<file path="src/rtl/pcileech_tlps128_tx_arbiter.sv">
// Packet-atomic weighted round-robin merge of two 128-bit TLP streams; 1-cycle registered output.
// Backpressure: m_tready low freezes the output slice and both s*_tready; only the stall watchdog may advance.
module pcileech_tlps128_tx_arbiter #(
    parameter int unsigned W0          = 2,
    parameter int unsigned W1          = 1,
    parameter logic [7:0]  STALL_LIMIT = 8'd255
) (
    input  logic         clk_pcie,
    input  logic         rst,
    input  logic [127:0] s0_tdata,
    input  logic [3:0]   s0_tkeepdw,
    input  logic         s0_tlast,
    input  logic [8:0]   s0_tuser,
    input  logic         s0_tvalid,
    output logic         s0_tready,
    input  logic [127:0] s1_tdata,
    input  logic [3:0]   s1_tkeepdw,
    input  logic         s1_tlast,
    input  logic [8:0]   s1_tuser,
    input  logic         s1_tvalid,
    output logic         s1_tready,
    output logic [127:0] m_tdata,
    output logic [3:0]   m_tkeepdw,
    output logic         m_tlast,
    output logic [8:0]   m_tuser,
    output logic         m_tvalid,
    input  logic         m_tready,
    output logic [15:0]  pkt_cnt0,
    output logic [15:0]  pkt_cnt1,
    output logic         stall_err,
    output logic [1:0]   grant
);
    localparam logic [3:0] LP_W0 = 4'(W0);
    localparam logic [3:0] LP_W1 = 4'(W1);

    typedef enum logic [1:0] {ST_IDLE, ST_LOCK0, ST_LOCK1} state_t;

    state_t       r_state;
    logic         r_last_win;
    logic [3:0]   r_cons_cnt;
    logic [7:0]   r_stall_cnt;
    logic         r_stall_err;
    logic [15:0]  r_pkt_cnt0;
    logic [15:0]  r_pkt_cnt1;
    logic [127:0] r_tdata;
    logic [3:0]   r_tkeepdw;
    logic         r_tlast;
    logic [8:0]   r_tuser;
    logic         r_tvalid;

    logic         w_slot_free;
    logic [3:0]   w_weight;
    logic         w_repeat;
    logic         w_win;
    logic         w_xfer0;
    logic         w_xfer1;
    logic         w_xfer;
    logic         w_src;
    logic         w_tlast;
    logic         w_done;
    logic         w_locked_vld;
    logic [7:0]   w_stall_nxt;

    assign w_slot_free = !r_tvalid || m_tready;
    assign w_weight    = r_last_win ? LP_W1 : LP_W0;
    // A zero streak means nobody has completed yet, so the opposite source gets the first turn.
    assign w_repeat    = (r_cons_cnt != 4'd0) && (r_cons_cnt < w_weight);

    always_comb begin
        w_win = s1_tvalid;
        if (s0_tvalid && s1_tvalid)
            w_win = w_repeat ? r_last_win : !r_last_win;
    end

    assign s0_tready = w_slot_free && ((r_state == ST_LOCK0) ||
                       ((r_state == ST_IDLE) && s0_tvalid && !w_win));
    assign s1_tready = w_slot_free && ((r_state == ST_LOCK1) ||
                       ((r_state == ST_IDLE) && s1_tvalid && w_win));

    assign w_xfer0 = s0_tvalid && s0_tready;
    assign w_xfer1 = s1_tvalid && s1_tready;
    assign w_xfer  = w_xfer0 || w_xfer1;
    assign w_src   = w_xfer1;
    assign w_tlast = w_src ? s1_tlast : s0_tlast;
    assign w_done  = w_xfer && w_tlast;

    assign w_locked_vld = (r_state == ST_LOCK1) ? s1_tvalid : s0_tvalid;

    always_comb begin
        w_stall_nxt = r_stall_cnt;
        if ((r_state == ST_IDLE) || w_xfer)
            w_stall_nxt = 8'd0;
        else if (!w_locked_vld && (r_stall_cnt != STALL_LIMIT))
            w_stall_nxt = r_stall_cnt + 8'd1;
    end

    always_ff @(posedge clk_pcie or posedge rst) begin
        if (rst) begin
            r_state     <= ST_IDLE;
            r_last_win  <= 1'b1;
            r_cons_cnt  <= 4'd0;
            r_stall_cnt <= 8'd0;
            r_stall_err <= 1'b0;
            r_pkt_cnt0  <= 16'd0;
            r_pkt_cnt1  <= 16'd0;
            r_tdata     <= 128'd0;
            r_tkeepdw   <= 4'd0;
            r_tlast     <= 1'b0;
            r_tuser     <= 9'd0;
            r_tvalid    <= 1'b0;
        end else begin
            if (w_slot_free) begin
                r_tvalid <= w_xfer;
                if (w_xfer) begin
                    r_tdata   <= w_src ? s1_tdata   : s0_tdata;
                    r_tkeepdw <= w_src ? s1_tkeepdw : s0_tkeepdw;
                    r_tlast   <= w_tlast;
                    r_tuser   <= w_src ? s1_tuser   : s0_tuser;
                end
            end

            case (r_state)
                ST_IDLE:  if (w_xfer && !w_tlast) r_state <= w_src ? ST_LOCK1 : ST_LOCK0;
                ST_LOCK0,
                ST_LOCK1: if (w_done) r_state <= ST_IDLE;
                default:  r_state <= ST_IDLE;
            endcase

            if (w_done) begin
                if (w_src == r_last_win) begin
                    if (r_cons_cnt != 4'd15) r_cons_cnt <= r_cons_cnt + 4'd1;
                end else begin
                    r_cons_cnt <= 4'd1;
                    r_last_win <= w_src;
                end
                if (!w_src && (r_pkt_cnt0 != 16'hFFFF)) r_pkt_cnt0 <= r_pkt_cnt0 + 16'd1;
                if (w_src && (r_pkt_cnt1 != 16'hFFFF))  r_pkt_cnt1 <= r_pkt_cnt1 + 16'd1;
            end

            r_stall_cnt <= w_stall_nxt;
            if ((r_state != ST_IDLE) && (w_stall_nxt == STALL_LIMIT))
                r_stall_err <= 1'b1;
        end
    end

    assign m_tdata   = r_tdata;
    assign m_tkeepdw = r_tkeepdw;
    assign m_tlast   = r_tlast;
    assign m_tuser   = r_tuser;
    assign m_tvalid  = r_tvalid;
    assign pkt_cnt0  = r_pkt_cnt0;
    assign pkt_cnt1  = r_pkt_cnt1;
    assign stall_err = r_stall_err;
    assign grant     = {r_state == ST_LOCK1, r_state == ST_LOCK0};
endmodule

</file>
<file path="config.mk">
export PLATFORM = sky130hd
export DESIGN_NAME = pcileech_tlps128_tx_arbiter
export DESIGN_NICKNAME = d
export VERILOG_FILES = /design/src/rtl/pcileech_tlps128_tx_arbiter.sv
export SDC_FILE = /design/constraint.sdc
export NUM_CORES = 1
export LEC_CHECK = 0
export ABC_AREA = 0
export BUFFER_PORTS_ARGS = -buffer_cell sky130_fd_sc_hd__buf_4
export CORE_AREA = 3 3 180 182
export DETAILED_ROUTE_END_ITERATION = 10
export DIE_AREA = 0 0 183 185
export GPL_TIMING_DRIVEN = 1
export PLACE_DENSITY = 0.54
export SLEW_MARGIN = 5
export SYNTH_ARGS = -nofsm -noshare
export SYNTH_HDL_FRONTEND = slang
export SYNTH_SLANG_ARGS = --single-unit
</file>
<file path="constraint.sdc">
create_clock -name clk_pcie -period 5.3 [get_ports clk_pcie]
set_input_delay 0 -clock clk_pcie [delete_from_list [all_inputs] [get_ports clk_pcie]]
set_output_delay 0 -clock clk_pcie [all_outputs]
set_load 0.02 [all_outputs]
</file>
==> impl_metrics.csv, run 1 <==
group,metric,value,unit
floorplanning,dieHeight,185,um
worst_setup_path,r2r_setup_slack,1.35,ns
clocking,htree_levels,4,
clocking,clk_latency,0.44,ns
synthesis,ys_seq_elements,191,
worst_setup_path,worstSetupStartpointType,"flip-flop",
drt,via_per_inst,4.69,
worst_setup_path,path_cells,"ha_1 > or4_4 > o2111ai_1 > o22a_4 > buf_4 > mux2i_1 > a21oi_1 > dlygate4sd3_1",
worst_setup_path,reg2reg_depth,8,
drt,dr.pass1.iters,4,
layout,register_area,4780,um2
clocking,cts_resized,0,
synthesis,synth_cells,868,
layout,drive_gt1_share,32.8,%
grt,grt_max_degree,158,
sta,maxSlewViolCount,0,
power_and_ir_drop,power_density,584,nW/um2
min_path,min_to,"m_tvalid",
floorplanning,coreArea,30700,um2
power_and_ir_drop,max-vdd-ir-drop,0.306,mV
layout,nets,1891,
clocking,cts_buffers,17,
sta,finalSetupTns,0,ns
sta,setup_violations,0,
worst_setup_path,cp_max_fo,48,
worst_setup_path,regToRegEndpoint,"m_tdata[76]",
worst_setup_path,path_buf_inv,2,
sta,hold_viol_final,0,
layout,syn2layout_area_growth,79.9,%
grt,grt-ovfl-total,0,
placed_design,routabilityCongestion,0.830,
floorplanning,die_area,33900,um2
clocking,clock-sinks,191,
grt,antenna_found_initial,1,
worst_setup_path,crit_path_top_delay_cell,"o22a_4",
layout,multi_input_area,4050,um2
synthesis,synth.distinct_cells,49,
min_path,whs_path_depth,3,
drt,ant_nets,0,
layout,finalInstanceArea,16400,um2
sta,period_minus_slack,3.95,ns
job,max_cap_viol_count,0,
clocking,cts_tree,"yes",
worst_setup_path,max_stage_delay,0.81,ns
worst_setup_path,cp.required,5.62,ns
placed_design,port_buffers,468,
drt,routed-via-count,9397,
sta,tightestPinTransition,0.903,ns
clocking,cts-root-buf,"clkbuf_16",
synthesis,synth-edff-count,0,
synthesis,syn_nets,1166,
synthesis,ys_seq_area_share,52.4,%
sta,rsz0062_at_grt,"no",
floorplanning,initial_core_util,29.7,%
drt,wl,35.0,mm
synthesis,synth_ff_type,"dfrtp_1",
grt,grt_pass1_vias,9658,
worst_setup_path,rr_startpoint,"r_cons_cnt[1]",
floorplanning,ios,469,
clocking,holdBufCountCts,285,
clocking,clkSlewWorstSetupHoldPaths,0.08,ns
sta,fin_skew,0.0129,ns
worst_setup_path,cp_data_arrival_time,4.27,ns
synthesis,synth_warnings,0,
layout,num-fill-cells,2818,
worst_setup_path,crit_type,"flip-flop to flip-flop",
worst_setup_path,path_delay_family,"compound AO/OA/AOI/OAI gates",
placed_design,dpl_cell_area,12900,um2
drt,drc,0,
grt,grt_pass1_wl,52.9,mm
synthesis,async_flop_share,100,%
floorplanning,fp-row-count,64,
floorplanning,die_x,183,um
synthesis,synth_area,9120,um2
min_path,min_from,"m_tready",
clocking,cts_setup_buffers,0,
grt,grt_usage,19.8,%
min_path,hold_path_class,"input port to flip-flop",
sta,fmax,253,MHz
power_and_ir_drop,power_leakage,0.00778,uW
worst_setup_path,endpoint_kind,"flip-flop",
synthesis,synth.avg_cell_area,10.5,um2
placed_design,dp_hpwl,24.1,mm
drt,drtIter0Drc,376,
run_status,outcome,"finished, final reports clean",
clocking,ctsLongestPathBuffers,2,
sta,period_share,74.5,%
layout,insertedDiodeCount,0,
drt,wire_per_inst,17.5,um
sta,timing.slew.headroom,39.8,%
metrics by stage:
stage               worst slack [ns]  instances  total power (uW)  utilization, %  hold WS, ns
finish                          1.35       2002              9590            53.4       0.0570
global route                    1.15       2002             10200            53.4       0.0772
CTS                             1.36       2002              9580            53.4       0.0332
detailed placement              1.90       1685              6880            42.1        0.177
global placement                1.99       1685              6830            42.1        0.182
floorplan                      0.103        868              5210               -        0.113
cells by family after synthesis:
logic type | Yosys count | share of synthesized area [%]
AOI/OAI and AO/OA | 179 | 11.0
xor gates and xnor gates | 33 | 3.17
adders and majority gates | 9 | 1.23
buffers and inverters | 60 | 3.44
DFF | 191 | 52.4
muxes | 149 | 16.4
and+or+nand+nor | 247 | 12.4
cells in the final DEF (no fill, tap or decap), types with 2 or more instances in the layout:
master / count
nor3_1: 3
nor2_1: 155
clkinv_2: 3
nand3_1: 17
nand2_1: 18
o21ai_0: 3
xor2_1: 6
clkbuf_16: 17
buf_12: 2
inv_6: 3
o32ai_1: 2
dfrtp_1: 190
mux2_2: 2
dlygate4sd3_1: 285
inv_1: 5
a21oi_1: 150
mux2i_1: 147
buf_4: 473
nand2b_1: 4
bufinv_16: 3
a31oi_1: 4
ha_1: 9
and2_1: 4
clkinv_4: 3
clkbuf_8: 2
and4_1: 9
xnor2_1: 27
and3_1: 13
a31o_2: 4
nand4_1: 16
worst max-delay path by stage:
stage | endpoint | startpoint | cells past startpoint | slack [ns]
floorplan | m_tdata[0] | rst | 1 | 0.10
global placement | m_tdata[72] | r_cons_cnt[1] | 7 | 1.99
detailed placement | stall_err | r_cons_cnt[1] | 7 | 1.90
CTS | m_tdata[73] | r_cons_cnt[1] | 8 | 1.36
global route | m_tdata[76] | r_cons_cnt[0] | 9 | 1.15
finish | m_tdata[76] | r_cons_cnt[1] | 8 | 1.35
layout make-up:
cell class | instances | area share (%)
Tap cell | 396 | 3.02
Timing Repair Buffer | 760 | 39.3
Sequential cell | 191 | 29.1
Clock buffer | 20 | 2.78
Multi-Input combinational cell | 617 | 24.7
Inverter | 6 | 0.183
Clock inverter | 12 | 0.961
power by group:
group	switching [uW]	internal, uW	total [uW]
registers	413	2100	2510
clock network	629	775	1400
logic	2700	2970	5670
total	3740	5840	9590
metal layers:
| metal | track usage, % | routed length [um] | vias up |
|---|---|---|---|
| met2 | 34.4 | 17900 | 281 |
| met3 | 5.46 | 2040 | 53 |
| met5 | 0 | 13 | - |
| met4 | 7.19 | 1110 | 2 |
| met1 | 23.6 | 14000 | 4557 |
| li1 | - | - | 4504 |
worst min-delay path: cells and delay by family:
| family | cells | cell delay (ns) |
|---|---|---|
| buffers and inverters | 1 | 0.08 |
| AND/OR/NAND/NOR | 2 | 0.36 |
sequential cells by signal, summed over array words and instances (netlist names):
register and flops:
m_tvalid 1, pkt_cnt0 16, r_state 2, r_last_win 1, m_tkeepdw 4, m_tlast 1
pkt_cnt1 16, m_tuser 9, stall_err 1, m_tdata 128, r_cons_cnt 4, r_stall_cnt 8
synthesized netlist by cell type, types with 2 or more instances:
cell | instances | area share [%]
a21oi_1 | 150 | 8.2
a31o_2 | 4 | 0.38
a31oi_1 | 4 | 0.27
and2_1 | 4 | 0.27
and3_1 | 13 | 0.89
and4_1 | 9 | 0.86
buf_2 | 35 | 1.9
buf_4 | 12 | 0.99
clkbuf_1 | 7 | 0.29
dfrtp_1 | 190 | 52
ha_1 | 9 | 1.2
inv_1 | 6 | 0.25
mux2_2 | 2 | 0.25
mux2i_1 | 147 | 16
nand2_1 | 18 | 0.74
nand2b_1 | 4 | 0.27
nand3_1 | 17 | 0.93
nand4_1 | 16 | 1.1
nor2_1 | 155 | 6.4
nor3_1 | 3 | 0.16
o21ai_0 | 3 | 0.16
o32ai_1 | 2 | 0.19
xnor2_1 | 27 | 2.6
xor2_1 | 6 | 0.58
Power figures use the tool's default switching activity.
==> run 2, diff against run 1 <==
Settings changed: ABC_AREA 0 to 1, CORE_AREA 3 3 180 182 to 3 3 179 181, DIE_AREA 0 0 183 185 to 0 0 182 184.
Clock period 5.3 ns to 3.91 ns, I/O delays scaled along.
==> impl_metrics.csv, run 2 <==
group,metric,value,unit
grt,grt_pass1_vias,11394,
synthesis,ys_seq_elements,191,
run_status,outcome,"finished, final reports clean",
synthesis,synth_area,9630,um2
worst_setup_path,cp.required,4.28,ns
grt,antenna_found_initial,3,
clocking,holdBufCountCts,284,
synthesis,synth_cells,1168,
worst_setup_path,crit_type,"flip-flop to flip-flop",
worst_setup_path,critPathCapture,"m_tdata[38]",
grt,grt-ovfl-total,0,
worst_setup_path,reg2reg_depth,14,
worst_setup_path,max_stage_delay,0.59,ns
worst_setup_path,crit_top_cell,"nand2_1",
worst_setup_path,startpoint,"r_last_win",
grt,grt_usage,22.7,%
worst_setup_path,path_cells,"ha_1 > nand2_1 > nand2_1 > nand2_1 > nand3_2 > nand2_1 > nand2_1 > nand2_1 > nand3_1 > nand2_8 > buf_12 > nor2_1 > a31oi_1 > dlygate4sd3_1",
layout,nets,2166,
synthesis,synthDominantCellAreaShare,49.4,%
floorplanning,coreArea,30600,um2
layout,final_common_cell,"buf_4",
synthesis,synth.distinct_cells,33,
worst_setup_path,cp_max_fo,174,
worst_setup_path,endpoint_kind,"flip-flop",
clocking,cts-root-buf,"clkbuf_16",
drt,ant_nets,0,
sta,setup_violations,0,
sta,timing.slew.headroom,36.3,%
synthesis,synth.avg_cell_area,8.24,um2
layout,final_cell_mix,"buf_4, dlygate4sd3_1, nand2_1, dfrtp_1, nor2_1",
clocking,cts_tree,"yes",
layout,syn2layout_area_growth,73.4,%
synthesis,ys_seq_area_share,49.6,%
placed_design,routabilityCongestion,0.840,
sta,fin_skew,0.0192,ns
clocking,clk_latency,0.43,ns
power_and_ir_drop,power_leakage,0.00766,uW
synthesis,yosys-top-cells-count,"nand2_1, dfrtp_1, nor2_1",
floorplanning,ios,469,
clocking,clock-sinks,191,
layout,instances_no_fill,2280,
clocking,cts_resized,0,
worst_setup_path,rr_startpoint,"r_last_win",
sta,period_share,83.4,%
sta,maxSlewViolCount,0,
worst_setup_path,worstSetupStartpointType,"flip-flop",
drt,drc,0,
drt,dr.pass1.iters,5,
placed_design,placedCellCount,1961,
sta,tightestPinTransition,0.955,ns
worst_setup_path,regToRegEndpoint,"m_tdata[38]",
floorplanning,dieHeight,184,um
clocking,clkSlewWorstSetupHoldPaths,0.09,ns
drt,routed-via-count,11043,
sta,fmax,307,MHz
drt,wl,39.6,mm
floorplanning,die_x,182,um
clocking,ctsLongestPathBuffers,2,
worst_setup_path,crit_path_top_delay_cell,"dfstp_2",
floorplanning,die_area,33500,um2
synthesis,synth-edff-count,0,
clocking,htree_levels,4,
job,max_cap_viol_count,0,
worst_setup_path,r2r_setup_slack,0.65,ns
grt,grt_max_degree,175,
drt,via_per_inst,4.84,
sta,period_minus_slack,3.26,ns
sta,finalSetupTns,0,ns
worst_setup_path,cp_data_arrival_time,3.63,ns
placed_design,port_buffers,468,
clocking,cts_setup_buffers,0,
synthesis,yosys.area.top_type,"dfrtp_1",
drt,drtIter0Drc,692,
power_and_ir_drop,max-vdd-ir-drop,0.397,mV
layout,drive_gt1_share,28.3,%
sta,rsz0062_at_grt,"no",
synthesis,syn_nets,1466,
synthesis,synth_warnings,0,
synthesis,yosysMostFrequentCell,"nand2_1",
layout,largest_register_ffs,128,
synthesis,synth_area_leaders,"dfrtp_1, nand2_1, a31oi_1",
min_path,hold_path_class,"input port to flip-flop",
power_and_ir_drop,power_density,726,nW/um2
drt,wire_per_inst,17.4,um
synthesis,synth_ff_type,"dfrtp_1",
floorplanning,fp-row-count,64,
grt,grt_pass1_wl,60.9,mm
placed_design,dp_hpwl,26.8,mm
clocking,cts_buffers,17,
synthesis,async_flop_share,100,%
sta,hold_viol_final,0,
floorplanning,initial_core_util,31.5,%
[run 2: layout make-up]
type,count,area (um2)
repair buffers,763,6480
flip-flops and latches,191,4780
clock inverters,12,116
fillers,2825,13900
inverters,59,225
multi-input cells,836,4130
diodes,3,7.51
clock buffers,20,467
well taps,396,495
[run 2: per-layer routing]
| metal | vias to the layer above | part of all wire [%] | GRT usage [%] |
|---|---|---|---|
| li1 | 5333 | - | - |
| met1 | 5223 | 40 | 27.2 |
| met2 | 419 | 49 | 38.6 |
| met3 | 68 | 7.1 | 6.05 |
| met4 | 0 | 3.4 | 9.72 |
| met5 | - | 0 | 0 |
[run 2: how the worst min path moves through the flow]
stage                           start          end  slack (ns)  depth (start not counted)
after floorplan           s0_tdata[0]   m_tdata[0]        0.16                          2
after global placement            rst  pkt_cnt0[4]       -0.02                          2
after detailed placement          rst  pkt_cnt0[4]       -0.01                          2
after CTS                    s0_tlast   r_state[1]        0.01                          6
after global routing         s0_tlast   r_state[0]        0.03                          6
final                        s0_tlast   r_state[1]        0.03                          6
[run 2: report_power, final]
group          leakage, uW  internal [uW]  total (uW)  switching (uW)
sequential         0.00221           2840        3420             577
clock             0.000291            898        1770             872
combinational      0.00516           3370        6940            3570
total              0.00766           7110       12100            5020
[run 2: per-stage QoR]
step                worst slack, ns  area [um2]  hold slack (ns)  utilization, %  power, uW
floorplan                      1.45        9630            0.157               -       6660
global placement               1.16       13300          -0.0170            43.4       8790
detailed placement             1.08       13300          -0.0132            43.4       8840
CTS                           0.709       16700           0.0103            54.6      12100
global route                  0.420       16700           0.0301            54.6      13000
finish                        0.651       16700           0.0292            54.6      12100
[run 2: logic make-up (layout without fill, tap and decap cells)]
group	count (synthesis)	in the layout	synth area share (%)
flip-flops	191	191	49.6
AO/OA/AOI/OAI	166	166	10.6
XOR/XNOR	33	33	3.00
AND/OR/NAND/NOR	627	627	27.9
buffers and inverters	141	854	7.55
adder cells (fa/ha/maj)	9	9	1.17
other	0	3	0
multiplexers	1	1	0.104
[run 2: worst max-delay path, delay by kind of cell, from the launching register on]
| family | cells | cell delay (ns) |
|---|---|---|
| buf+inv | 2 | 1.04 |
| simple gates | 10 | 0.96 |
| flops | 1 | 0.59 |
| fa+ha+maj | 1 | 0.24 |
| compound gates | 1 | 0.18 |
